`config.mk`:
```
export PLATFORM = sky130hd
export DESIGN_NAME = axi4_w_arbiter_flat
export DESIGN_NICKNAME = d
export VERILOG_FILES = /design/src/rtl/axi4_w_pkg.sv /design/src/rtl/axi4_w_arbiter_if.sv /design/src/rtl/axi4_w_arbiter_rr_pick.sv /design/src/rtl/axi4_w_arbiter.sv /design/src/flat_wrapper.sv
export SDC_FILE = /design/constraint.sdc
export NUM_CORES = 1
export LEC_CHECK = 0
export ABC_AREA = 1
export CAP_MARGIN = 25
export CORE_AREA = 2 2 99 101
export DETAILED_ROUTE_END_ITERATION = 10
export DIE_AREA = 0 0 101 103
export PLACE_DENSITY = 0.7
export REMOVE_ABC_BUFFERS = 1
export SETUP_SLACK_MARGIN = 0.5
export SLEW_MARGIN = 20
export SYNTH_ARGS = -nofsm -noshare
export SYNTH_HDL_FRONTEND = slang
export SYNTH_SLANG_ARGS = --single-unit
```
`constraint.sdc`:
```
create_clock -name clk -period 1.6 [get_ports clk]
set_input_delay 0.32 -clock clk [delete_from_list [all_inputs] [get_ports clk]]
set_output_delay 0.32 -clock clk [all_outputs]
set_load 0.05 [all_outputs]
```
`src/rtl/axi4_w_pkg.sv`:
```
// Shared AXI4 W-channel types and field widths, also used by the AW arbiter.
package axi4_w_pkg;

   localparam int W_DATA_W = 64;
   localparam int W_ID_W   = 5;
   localparam int W_STRB_W = 8;
   localparam int W_USER_W = 1;

   typedef struct packed {
      logic [W_DATA_W-1:0] data;
      logic                last;
      logic [W_ID_W-1:0]   id;
      logic [W_STRB_W-1:0] strb;
      logic [W_USER_W-1:0] user;
   } w_beat_t;

   typedef enum logic {IDLE, LOCKED} w_state_t;

endpackage

```
`src/rtl/axi4_w_arbiter_if.sv`:
```
// W-channel arbiter bundle: N_PORTS flattened requesters in, one granted stream out.
interface axi4_w_arbiter_if
   import axi4_w_pkg::*;
#(
   parameter int N_PORTS    = 2,
   parameter int BEAT_CNT_W = 8
);
   logic [N_PORTS-1:0]          io_in_valid;
   logic [N_PORTS-1:0]          io_in_ready;
   logic [N_PORTS*W_DATA_W-1:0] io_in_bits_data;
   logic [N_PORTS-1:0]          io_in_bits_last;
   logic [N_PORTS*W_ID_W-1:0]   io_in_bits_id;
   logic [N_PORTS*W_STRB_W-1:0] io_in_bits_strb;
   logic [N_PORTS*W_USER_W-1:0] io_in_bits_user;

   logic                        io_out_valid;
   logic                        io_out_ready;
   logic [W_DATA_W-1:0]         io_out_bits_data;
   logic                        io_out_bits_last;
   logic [W_ID_W-1:0]           io_out_bits_id;
   logic [W_STRB_W-1:0]         io_out_bits_strb;
   logic [W_USER_W-1:0]         io_out_bits_user;

   logic [N_PORTS-1:0]          io_grant;
   logic                        io_locked;
   logic [BEAT_CNT_W-1:0]       io_beat_count;

   // slave: the arbiter itself; master: requesters plus downstream queue
   modport slave (
      input  io_in_valid, io_in_bits_data, io_in_bits_last, io_in_bits_id,
             io_in_bits_strb, io_in_bits_user, io_out_ready,
      output io_in_ready, io_out_valid, io_out_bits_data, io_out_bits_last,
             io_out_bits_id, io_out_bits_strb, io_out_bits_user,
             io_grant, io_locked, io_beat_count
   );

   modport master (
      output io_in_valid, io_in_bits_data, io_in_bits_last, io_in_bits_id,
             io_in_bits_strb, io_in_bits_user, io_out_ready,
      input  io_in_ready, io_out_valid, io_out_bits_data, io_out_bits_last,
             io_out_bits_id, io_out_bits_strb, io_out_bits_user,
             io_grant, io_locked, io_beat_count
   );

endinterface

```
`src/rtl/axi4_w_arbiter_rr_pick.sv`:
```
// Rotate-priority picker: first set bit of req starting at ptr, wrapping modulo N.
module rr_pick #(
   parameter  int N  = 2,
   localparam int PW = $clog2(N)
) (
   input  logic [N-1:0]  req,
   input  logic [PW-1:0] ptr,
   output logic [N-1:0]  gnt,
   output logic [PW-1:0] idx,
   output logic          any
);

   always_comb begin : pick
      logic [PW:0]   sum;
      logic [PW-1:0] p;
      gnt = '0;
      idx = '0;
      any = 1'b0;
      sum = '0;
      p   = '0;
      for (int i = 0; i < N; i++) begin
         sum = {1'b0, ptr} + (PW+1)'(i);
         if (sum >= (PW+1)'(N)) sum = sum - (PW+1)'(N);
         p = sum[PW-1:0];
         if (!any && req[p]) begin
            any    = 1'b1;
            idx    = p;
            gnt[p] = 1'b1;
         end
      end
   end

endmodule

```
`src/rtl/axi4_w_arbiter.sv`:
```
// Burst-locked round-robin arbiter for a shared AXI4 W channel; zero latency, no storage.
module axi4_w_arbiter
   import axi4_w_pkg::*;
#(
   parameter int N_PORTS    = 2,
   parameter int BEAT_CNT_W = 8
) (
   input logic             clk,
   input logic             reset,
   axi4_w_arbiter_if.slave bus
);

   localparam int            PW        = $clog2(N_PORTS);
   localparam logic [PW-1:0] LAST_PORT = PW'(N_PORTS-1);

   w_state_t              state_q, state_d;
   logic [PW-1:0]         rr_ptr_q, rr_ptr_d, lock_port_q, lock_port_d;
   logic [PW-1:0]         sel, pick_idx;
   logic [BEAT_CNT_W-1:0] beat_cnt_q, beat_cnt_d;
   logic [N_PORTS-1:0]    pick_gnt, grant;
   logic                  pick_any, accept;
   w_beat_t               beats [N_PORTS];
   w_beat_t               beat_sel;

   function automatic logic [PW-1:0] next_port(input logic [PW-1:0] p);
      return (p == LAST_PORT) ? '0 : p + 1'b1;
   endfunction

   for (genvar k = 0; k < N_PORTS; k++) begin : g_unpack
      assign beats[k] = '{data: bus.io_in_bits_data[k*W_DATA_W +: W_DATA_W],
                          last: bus.io_in_bits_last[k],
                          id:   bus.io_in_bits_id[k*W_ID_W +: W_ID_W],
                          strb: bus.io_in_bits_strb[k*W_STRB_W +: W_STRB_W],
                          user: bus.io_in_bits_user[k*W_USER_W +: W_USER_W]};
   end

   rr_pick #(.N(N_PORTS)) u_pick (
      .req (bus.io_in_valid),
      .ptr (rr_ptr_q),
      .gnt (pick_gnt),
      .idx (pick_idx),
      .any (pick_any)
   );

   // Reset gates the grant so a valid requester cannot leak through while reset is low.
   always_comb begin
      grant = '0;
      if (state_q == LOCKED) begin
         sel                = lock_port_q;
         grant[lock_port_q] = 1'b1;
      end else begin
         sel   = pick_idx;
         grant = pick_gnt;
      end
      if (!reset) grant = '0;
      beat_sel = beats[sel];
   end

   assign bus.io_out_valid     = |(grant & bus.io_in_valid);
   assign bus.io_in_ready      = grant & {N_PORTS{bus.io_out_ready}};
   assign bus.io_out_bits_data = beat_sel.data;
   assign bus.io_out_bits_last = beat_sel.last;
   assign bus.io_out_bits_id   = beat_sel.id;
   assign bus.io_out_bits_strb = beat_sel.strb;
   assign bus.io_out_bits_user = beat_sel.user;
   assign bus.io_grant         = grant;
   assign bus.io_locked        = (state_q == LOCKED);
   assign bus.io_beat_count    = beat_cnt_q;
   assign accept               = bus.io_out_valid & bus.io_out_ready;

   always_comb begin
      state_d     = state_q;
      rr_ptr_d    = rr_ptr_q;
      lock_port_d = lock_port_q;
      beat_cnt_d  = beat_cnt_q;
      if (accept) begin
         case (state_q)
            IDLE: begin
               if (beat_sel.last) begin
                  rr_ptr_d = next_port(sel);
               end else begin
                  state_d     = LOCKED;
                  lock_port_d = sel;
                  beat_cnt_d  = BEAT_CNT_W'(1);
               end
            end
            LOCKED: begin
               if (beat_sel.last) begin
                  state_d    = IDLE;
                  rr_ptr_d   = next_port(lock_port_q);
                  beat_cnt_d = '0;
               end else if (beat_cnt_q != '1) begin
                  beat_cnt_d = beat_cnt_q + 1'b1;
               end
            end
            default: state_d = IDLE;
         endcase
      end
   end

   always_ff @(posedge clk or negedge reset) begin
      if (!reset) begin
         state_q     <= IDLE;
         rr_ptr_q    <= '0;
         lock_port_q <= '0;
         beat_cnt_q  <= '0;
      end else begin
         state_q     <= state_d;
         rr_ptr_q    <= rr_ptr_d;
         lock_port_q <= lock_port_d;
         beat_cnt_q  <= beat_cnt_d;
      end
   end

endmodule

```
`src/flat_wrapper.sv`:
```
// flat-port wrapper written by rule: the top's interface ports become plain ports
module axi4_w_arbiter_flat import axi4_w_pkg::*;
#(
   parameter int N_PORTS    = 2,
   parameter int BEAT_CNT_W = 8
)
  (clk, reset, bus_io_in_valid, bus_io_in_bits_data, bus_io_in_bits_last, bus_io_in_bits_id, bus_io_in_bits_strb, bus_io_in_bits_user, bus_io_out_ready, bus_io_in_ready, bus_io_out_valid, bus_io_out_bits_data, bus_io_out_bits_last, bus_io_out_bits_id, bus_io_out_bits_strb, bus_io_out_bits_user, bus_io_grant, bus_io_locked, bus_io_beat_count);
  axi4_w_arbiter_if #(.N_PORTS(N_PORTS), .BEAT_CNT_W(BEAT_CNT_W)) bus_i ();
  input logic clk;
  input logic reset;
  input wire logic [$bits(bus_i.io_in_valid)-1:0] bus_io_in_valid;
  input wire logic [$bits(bus_i.io_in_bits_data)-1:0] bus_io_in_bits_data;
  input wire logic [$bits(bus_i.io_in_bits_last)-1:0] bus_io_in_bits_last;
  input wire logic [$bits(bus_i.io_in_bits_id)-1:0] bus_io_in_bits_id;
  input wire logic [$bits(bus_i.io_in_bits_strb)-1:0] bus_io_in_bits_strb;
  input wire logic [$bits(bus_i.io_in_bits_user)-1:0] bus_io_in_bits_user;
  input wire logic [$bits(bus_i.io_out_ready)-1:0] bus_io_out_ready;
  output wire logic [$bits(bus_i.io_in_ready)-1:0] bus_io_in_ready;
  output wire logic [$bits(bus_i.io_out_valid)-1:0] bus_io_out_valid;
  output wire logic [$bits(bus_i.io_out_bits_data)-1:0] bus_io_out_bits_data;
  output wire logic [$bits(bus_i.io_out_bits_last)-1:0] bus_io_out_bits_last;
  output wire logic [$bits(bus_i.io_out_bits_id)-1:0] bus_io_out_bits_id;
  output wire logic [$bits(bus_i.io_out_bits_strb)-1:0] bus_io_out_bits_strb;
  output wire logic [$bits(bus_i.io_out_bits_user)-1:0] bus_io_out_bits_user;
  output wire logic [$bits(bus_i.io_grant)-1:0] bus_io_grant;
  output wire logic [$bits(bus_i.io_locked)-1:0] bus_io_locked;
  output wire logic [$bits(bus_i.io_beat_count)-1:0] bus_io_beat_count;
  assign bus_i.io_in_valid = bus_io_in_valid;
  assign bus_i.io_in_bits_data = bus_io_in_bits_data;
  assign bus_i.io_in_bits_last = bus_io_in_bits_last;
  assign bus_i.io_in_bits_id = bus_io_in_bits_id;
  assign bus_i.io_in_bits_strb = bus_io_in_bits_strb;
  assign bus_i.io_in_bits_user = bus_io_in_bits_user;
  assign bus_i.io_out_ready = bus_io_out_ready;
  assign bus_io_in_ready = bus_i.io_in_ready;
  assign bus_io_out_valid = bus_i.io_out_valid;
  assign bus_io_out_bits_data = bus_i.io_out_bits_data;
  assign bus_io_out_bits_last = bus_i.io_out_bits_last;
  assign bus_io_out_bits_id = bus_i.io_out_bits_id;
  assign bus_io_out_bits_strb = bus_i.io_out_bits_strb;
  assign bus_io_out_bits_user = bus_i.io_out_bits_user;
  assign bus_io_grant = bus_i.io_grant;
  assign bus_io_locked = bus_i.io_locked;
  assign bus_io_beat_count = bus_i.io_beat_count;
  axi4_w_arbiter #(.N_PORTS(N_PORTS), .BEAT_CNT_W(BEAT_CNT_W)) u_core (.clk(clk), .reset(reset), .bus(bus_i));
endmodule
```
Yosys cells after proc, flatten, opt, wreduce, memory -nomap -nowiden --
Index checks and enable logic that the tools add are counted.
Word-level totals: register bits after elaboration 11, bits of input ports 163, output and inout bits 93, word-level logic and storage cells 73
Cells by class: add/subtract/negate cells 6, order comparisons 9, equal/unequal tests 5, multiplexer cells 33, bitwise operators 7, reduce and logical (&&, ||, !) cells 9
Operators with widths (number):
- two-way mux 79 bit | 3
- two-way mux 8 bit | 3
- two-way mux 1 bit | 18
- case mux 8 bit (2 select lines) | 1
- AND reduction 3 bit | 3
- adder 8 x 1 -> 8 bit, second input constant | 1
- two-way mux 2 bit | 4
- inequality test 8 bit, second input constant | 1
- < comparator 1 x 2 -> 1 bit, second input constant | 3
- AND 2 bit | 2
- >= comparator 2 bit, second input constant | 2
- logical AND 1 bit | 4
- inequality test 2 bit, second input constant | 2
- demux 1 bit (select 1 bit) | 3
- >= comparator 1 bit, second input constant | 3
- inequality test 3 bit, second input constant | 1
- adder 1 bit, second input constant | 2
- adder 1 x 1 -> 2 bit, second input constant | 1
- >= comparator 1 x 2 -> 1 bit, second input constant | 1
- inequality test 2 x 1 -> 1 bit, second input constant | 1
- inverter 1 bit | 2
- inverter 1 -> 2 bit | 1
- bitwise OR 2 bit | 1
- case mux 1 bit (2 select lines) | 1
- 4 further kinds | 5

Logic depth before layout (Yosys ltp) --
word-level depth 15, mapped depth 12, depth with buffers taken out 11

Cells and area by module --
A second synthesis with hierarchy kept.
Unflattened totals: cells, all modules 391, area total of the unflattened synthesis 1879.3 sq um
Modules (own cells, without submodules):
- axi4_w_arbiter | times used 1, cells an instance 377, area each 1824.2 sq um
- rr_pick | times used 1, cells an instance 14, area each 55.1 sq um

Worst setup path after synthesis --
Ideal clock, no wire load.
path type register -> output, from register u_core.state_q, in the netlist u_core.bus.io_locked, to output bus_io_in_ready[1], arrival 2.385 ns, setup slack -1.105 ns, cell stages (with the launch flop) 7, cells stage by stage dfrtp_1 -> inv_2 -> nand3_2 -> nand2_2 -> buf_6 -> clkbuf_1 -> nor3_1
Between the ends: word-level cells in the longest chain between the ends 3
Ends and longest elaborated chain:
- start: declaration | RTL line axi4_w_arbiter.sv:16 | w_state_t state_q, state_d;
- start signal: assignment | RTL line axi4_w_arbiter.sv:108 | state_q <= state_d;
- two-way mux 2 bit | RTL line axi4_w_arbiter.sv:48 | if (state_q == LOCKED) begin
- two-way mux 2 bit | RTL line axi4_w_arbiter.sv:55 | if (!reset) grant = '0;
- AND 2 bit | RTL line axi4_w_arbiter.sv:60 | assign bus.io_in_ready = grant & {N_PORTS{bus.io_out_ready}};
- end: declaration | RTL line flat_wrapper.sv:18 | output wire logic [$bits(bus_i.io_in_ready)-1:0] bus_io_in_ready;
No other way between the ends.

Final worst setup path --
from register u_core.rr_ptr_q, to output bus_io_out_bits_data[30]
Between the ends: word-level cells in the longest chain between the ends 13, elaborated cells on any way between the ends 21
Ends and longest elaborated chain:
- start: declaration | RTL line axi4_w_arbiter.sv:17 | logic [PW-1:0] rr_ptr_q, rr_ptr_d, lock_port_q, lock_port_d;
- start signal: assignment | RTL line axi4_w_arbiter.sv:109 | rr_ptr_q <= rr_ptr_d;
- >= comparator 1 x 2 -> 1 bit or subtractor 1 bit (tied branches) | RTL line axi4_w_arbiter_rr_pick.sv:23 | if (sum >= (PW+1)'(N)) sum = sum - (PW+1)'(N);
- two-way mux 1 bit | RTL line axi4_w_arbiter_rr_pick.sv:23
- two-way mux 1 bit (not written as such) (2 in a row) | RTL line axi4_w_arbiter_rr_pick.sv:25 | if (!any && req[p]) begin
- two-way mux 1 bit | RTL line axi4_w_arbiter_rr_pick.sv:25
- logical NOT 1 bit | RTL line axi4_w_arbiter_rr_pick.sv:25
- logical AND 1 bit | RTL line axi4_w_arbiter_rr_pick.sv:25
- two-way mux 1 bit * | RTL line axi4_w_arbiter_rr_pick.sv:25
- two-way mux 1 bit * | RTL line axi4_w_arbiter.sv:48
- inverter 1 -> 2 bit (not written as such) * | RTL line axi4_w_arbiter.sv:56 | beat_sel = beats[sel];
- two-way mux 79 bit (not written as such) * (3 in a row) | RTL line axi4_w_arbiter.sv:56
- end: declaration | RTL line flat_wrapper.sv:20 | output wire logic [$bits(bus_i.io_out_bits_data)-1:0] bus_io_out_bits_data;
Every way passes the cells marked *; elsewhere a longest branch is shown, timed or not. The select of a mux whose other input is x is not followed.

==> results.md <==
* Drt first-iter violations at 147
* Reg2reg path depth at 12
* Relative slew slack at 75.6%
* Vias in the first global route at 3800
* Nets at 854
* Distinct cells, synth at 18
* Drt wl/cell at 19.3 um
* # hold bufs at CTS at 0
* Slew Limit Fails at 0
* Period minus WS final at 2070 ps
* Clk sink count at 11
* Final clock skew at 1.88 ps
* Area of the core at 0.00946 mm^2
* Power per cell area at 2500 mW/mm^2
* IO Count at 256
* Die width at 101 um
* DP Cell Count at 752
* Yosys top cell by area: nand2_1
* RSZ-0062 raised after global routing: true
* # H-tree levels at 1
* Tot Pwr at 18000 uW
* Clk buf depth at 2
* Setup crit end kind: primary output
* Max incr delay on CP at 370 ps
* Worst setup SP type: flop
* Layout cells sized above 1 at 48.9%
* Crit path cell chain: nand2_2, nand3_4, nand2_8, buf_12, buf_12, buf_12, clkbuf_16, nand2_4, nand2_4, buf_12
* Top-area cell type share of the netlist area at 57.9%
* Slowest stage cell on the critical path: dfrtp_1
* FF-to-FF End: u_core.bus.io_beat_count[6]
* Synth Instances at 374
* First-pass GRT wire length at 20600 um
* Worst path most repeated cell: buf_12
* Fmax at 483 MHz
* ANT cells at 0
* Hold-critical path depth at 2
* Initial core utilization at 19.0%
* Synthesis-stage register bit count at 11
* Final ANT Viol Nets at 0
* Num rows at 36
* Largest net degree at the start of global routing at 26
* DRC at 0
* Drt total wl at 15500 um
* Worst setup path class: reg -> out
* Grt ovf at 0
* Status: finished with violations
* Die Height at 103 um
* Initial antenna violation count at 0
* Hold Path Class: reg -> reg
* Ys Warns at 0
* Maxcap violations at 0
* Clock buffer count from CTS at 3
* Largest cells by area after synthesis: nand2_1, dfrtp_1, nand4_1
* Gp weighted congestion at 0.934
* R2R setup slack at -240 ps
* Final cell count without fillers at 803
* Final setup vio count at 95
* Placed Area at 0.00558 mm^2
* Post-Layout Inst Area at 0.00720 mm^2
* Hold Fails Final Rpt at 0
* Highest-count cells in the layout ignoring fill and taps: clkdlybuf4s50_1, nand2_1, buf_12
* Crit path DAT at 1750 ps
* Required time of the critical path at 1280 ps
* Final worst slack at -471 ps
* Reg-to-Reg Start: u_core.bus.io_locked
* Root buffer cell: clkbuf_8
* Crit path max fanout at 6
* Final worst-path cycle share at 129%
* Worst Hold End: u_core.lock_port_q
* IO buf count at 255
* Final design utilization at 76.1%
* VDD IR max at 1800 uV
* Static leakage at 0.00343 uW
* Hold Startpoint: u_core.lock_port_q
* TritonRoute pass-1 iters at 4
* DR vias at 3791
* Area grow syn2layout at 301%
* Total GRT Usage at 26.2%
* Clk pin slew, worst setup/hold paths at 60 ps
* Cell Area, Synth at 0.00180 mm^2
* CTS tree: built
* Measured slew at the worst slew-check pin at 364 ps
* Worst skew pair latency at 260 ps
* Commonest non-fill, non-tap cell in the layout: clkdlybuf4s50_1
* Vias per inst at 4.72
* Post-synthesis sequential area ratio at 15.3%
* Post-Syn Area per Cell at 4.80 um^2
* Failing checks: setup timing
* DP Worst Slack at -573 ps
* Die area at 0.0104 mm^2
* Detailed Place HPWL at 9390 um
-- cell usage after synthesis (all sizes together) --
library cell	instances
nand3	14
nor2	14
dfrtp	11
ha	1
nand4	9
o21ai	2
nor3	2
inv	16
buf	11
a21oi	1
nand2	281
clkbuf	9
xor2	3
-- how the worst max path moves through the flow --
stage                                   to            startpoint  cells after the start
2_1_floorplan      bus_io_out_bits_data[0]  u_core.bus.io_locked                      6
6_report          bus_io_out_bits_data[30]       u_core.rr_ptr_q                     10
4_1_cts           bus_io_out_bits_data[41]  u_core.bus.io_locked                     10
5_1_grt           bus_io_out_bits_data[53]  u_core.bus.io_locked                     10
3_5_place_dp   u_core.bus.io_beat_count[5]    bus_io_in_valid[1]                     11
3_3_place_gp      bus_io_out_bits_data[25]    bus_io_in_valid[0]                     10
-- power by group --
part	switching, uW	internal (uW)
Clock	134	177
Combinational	9090	8210
Sequential	56.2	334
Total	9280	8730
-- cell type report --
class | instances | area, um^2
clock buffers | 4 | 45.0
fillers | 561 | 2260
inverters | 16 | 70.1
multi-input cells | 327 | 2090
flip-flops and latches | 11 | 280
well taps | 114 | 143
repair buffers | 331 | 4580
-- stage by stage --
step / TNS (ps) / hold slack, ps
after floorplan: -155950 / 24.4
after global placement: -44210 / 459
after detailed placement: -49080 / 475
after CTS: -30390 / 491
after global routing: -40120 / 554
final: -34310 / 536
-- per-layer routing --
layer	track usage (%)	routed length [um]
met5	0	0
met4	12.4	635
met3	5.90	915
met2	48.7	8510
met1	28.3	5440
-- critical path: cells and delay by family (launching register included) --
family,cells,cell delay [ps]
simple gates,5,410
buf+inv,5,700
flops,1,370
-- what timing repair did --
| item | in CTS | in global routing |
|---|---|---|
| endpoints found under the setup margin | 104 | 104 |
| pin swaps | 25 | 34 |
| setup buffers | 21 | 12 |
| resized for setup | 176 | 93 |
| cloned | 12 | 2 |
-- sequential cells by signal (all words and copies together), names as in the netlist --
| name | flops |
|---|---|
| u_core.bus.io_locked | 1 |
| u_core.rr_ptr_q | 1 |
| u_core.lock_port_q | 1 |
| u_core.bus.io_beat_count | 8 |
-- cell families (layout without fill, tap and decap cells) --
kind of cell	after synthesis	count (layout)	share of synthesized area, %
buffers and inverters	36	351	9.33
AO/OA/AOI/OAI	3	3	1.46
XOR/XNOR	3	3	1.46
adder cells (fa/ha/maj)	1	1	0.696
flip-flops	11	11	15.3
AND/OR/NAND/NOR	320	320	71.7
No activity file was read; power rests on OpenSTA's default activity.
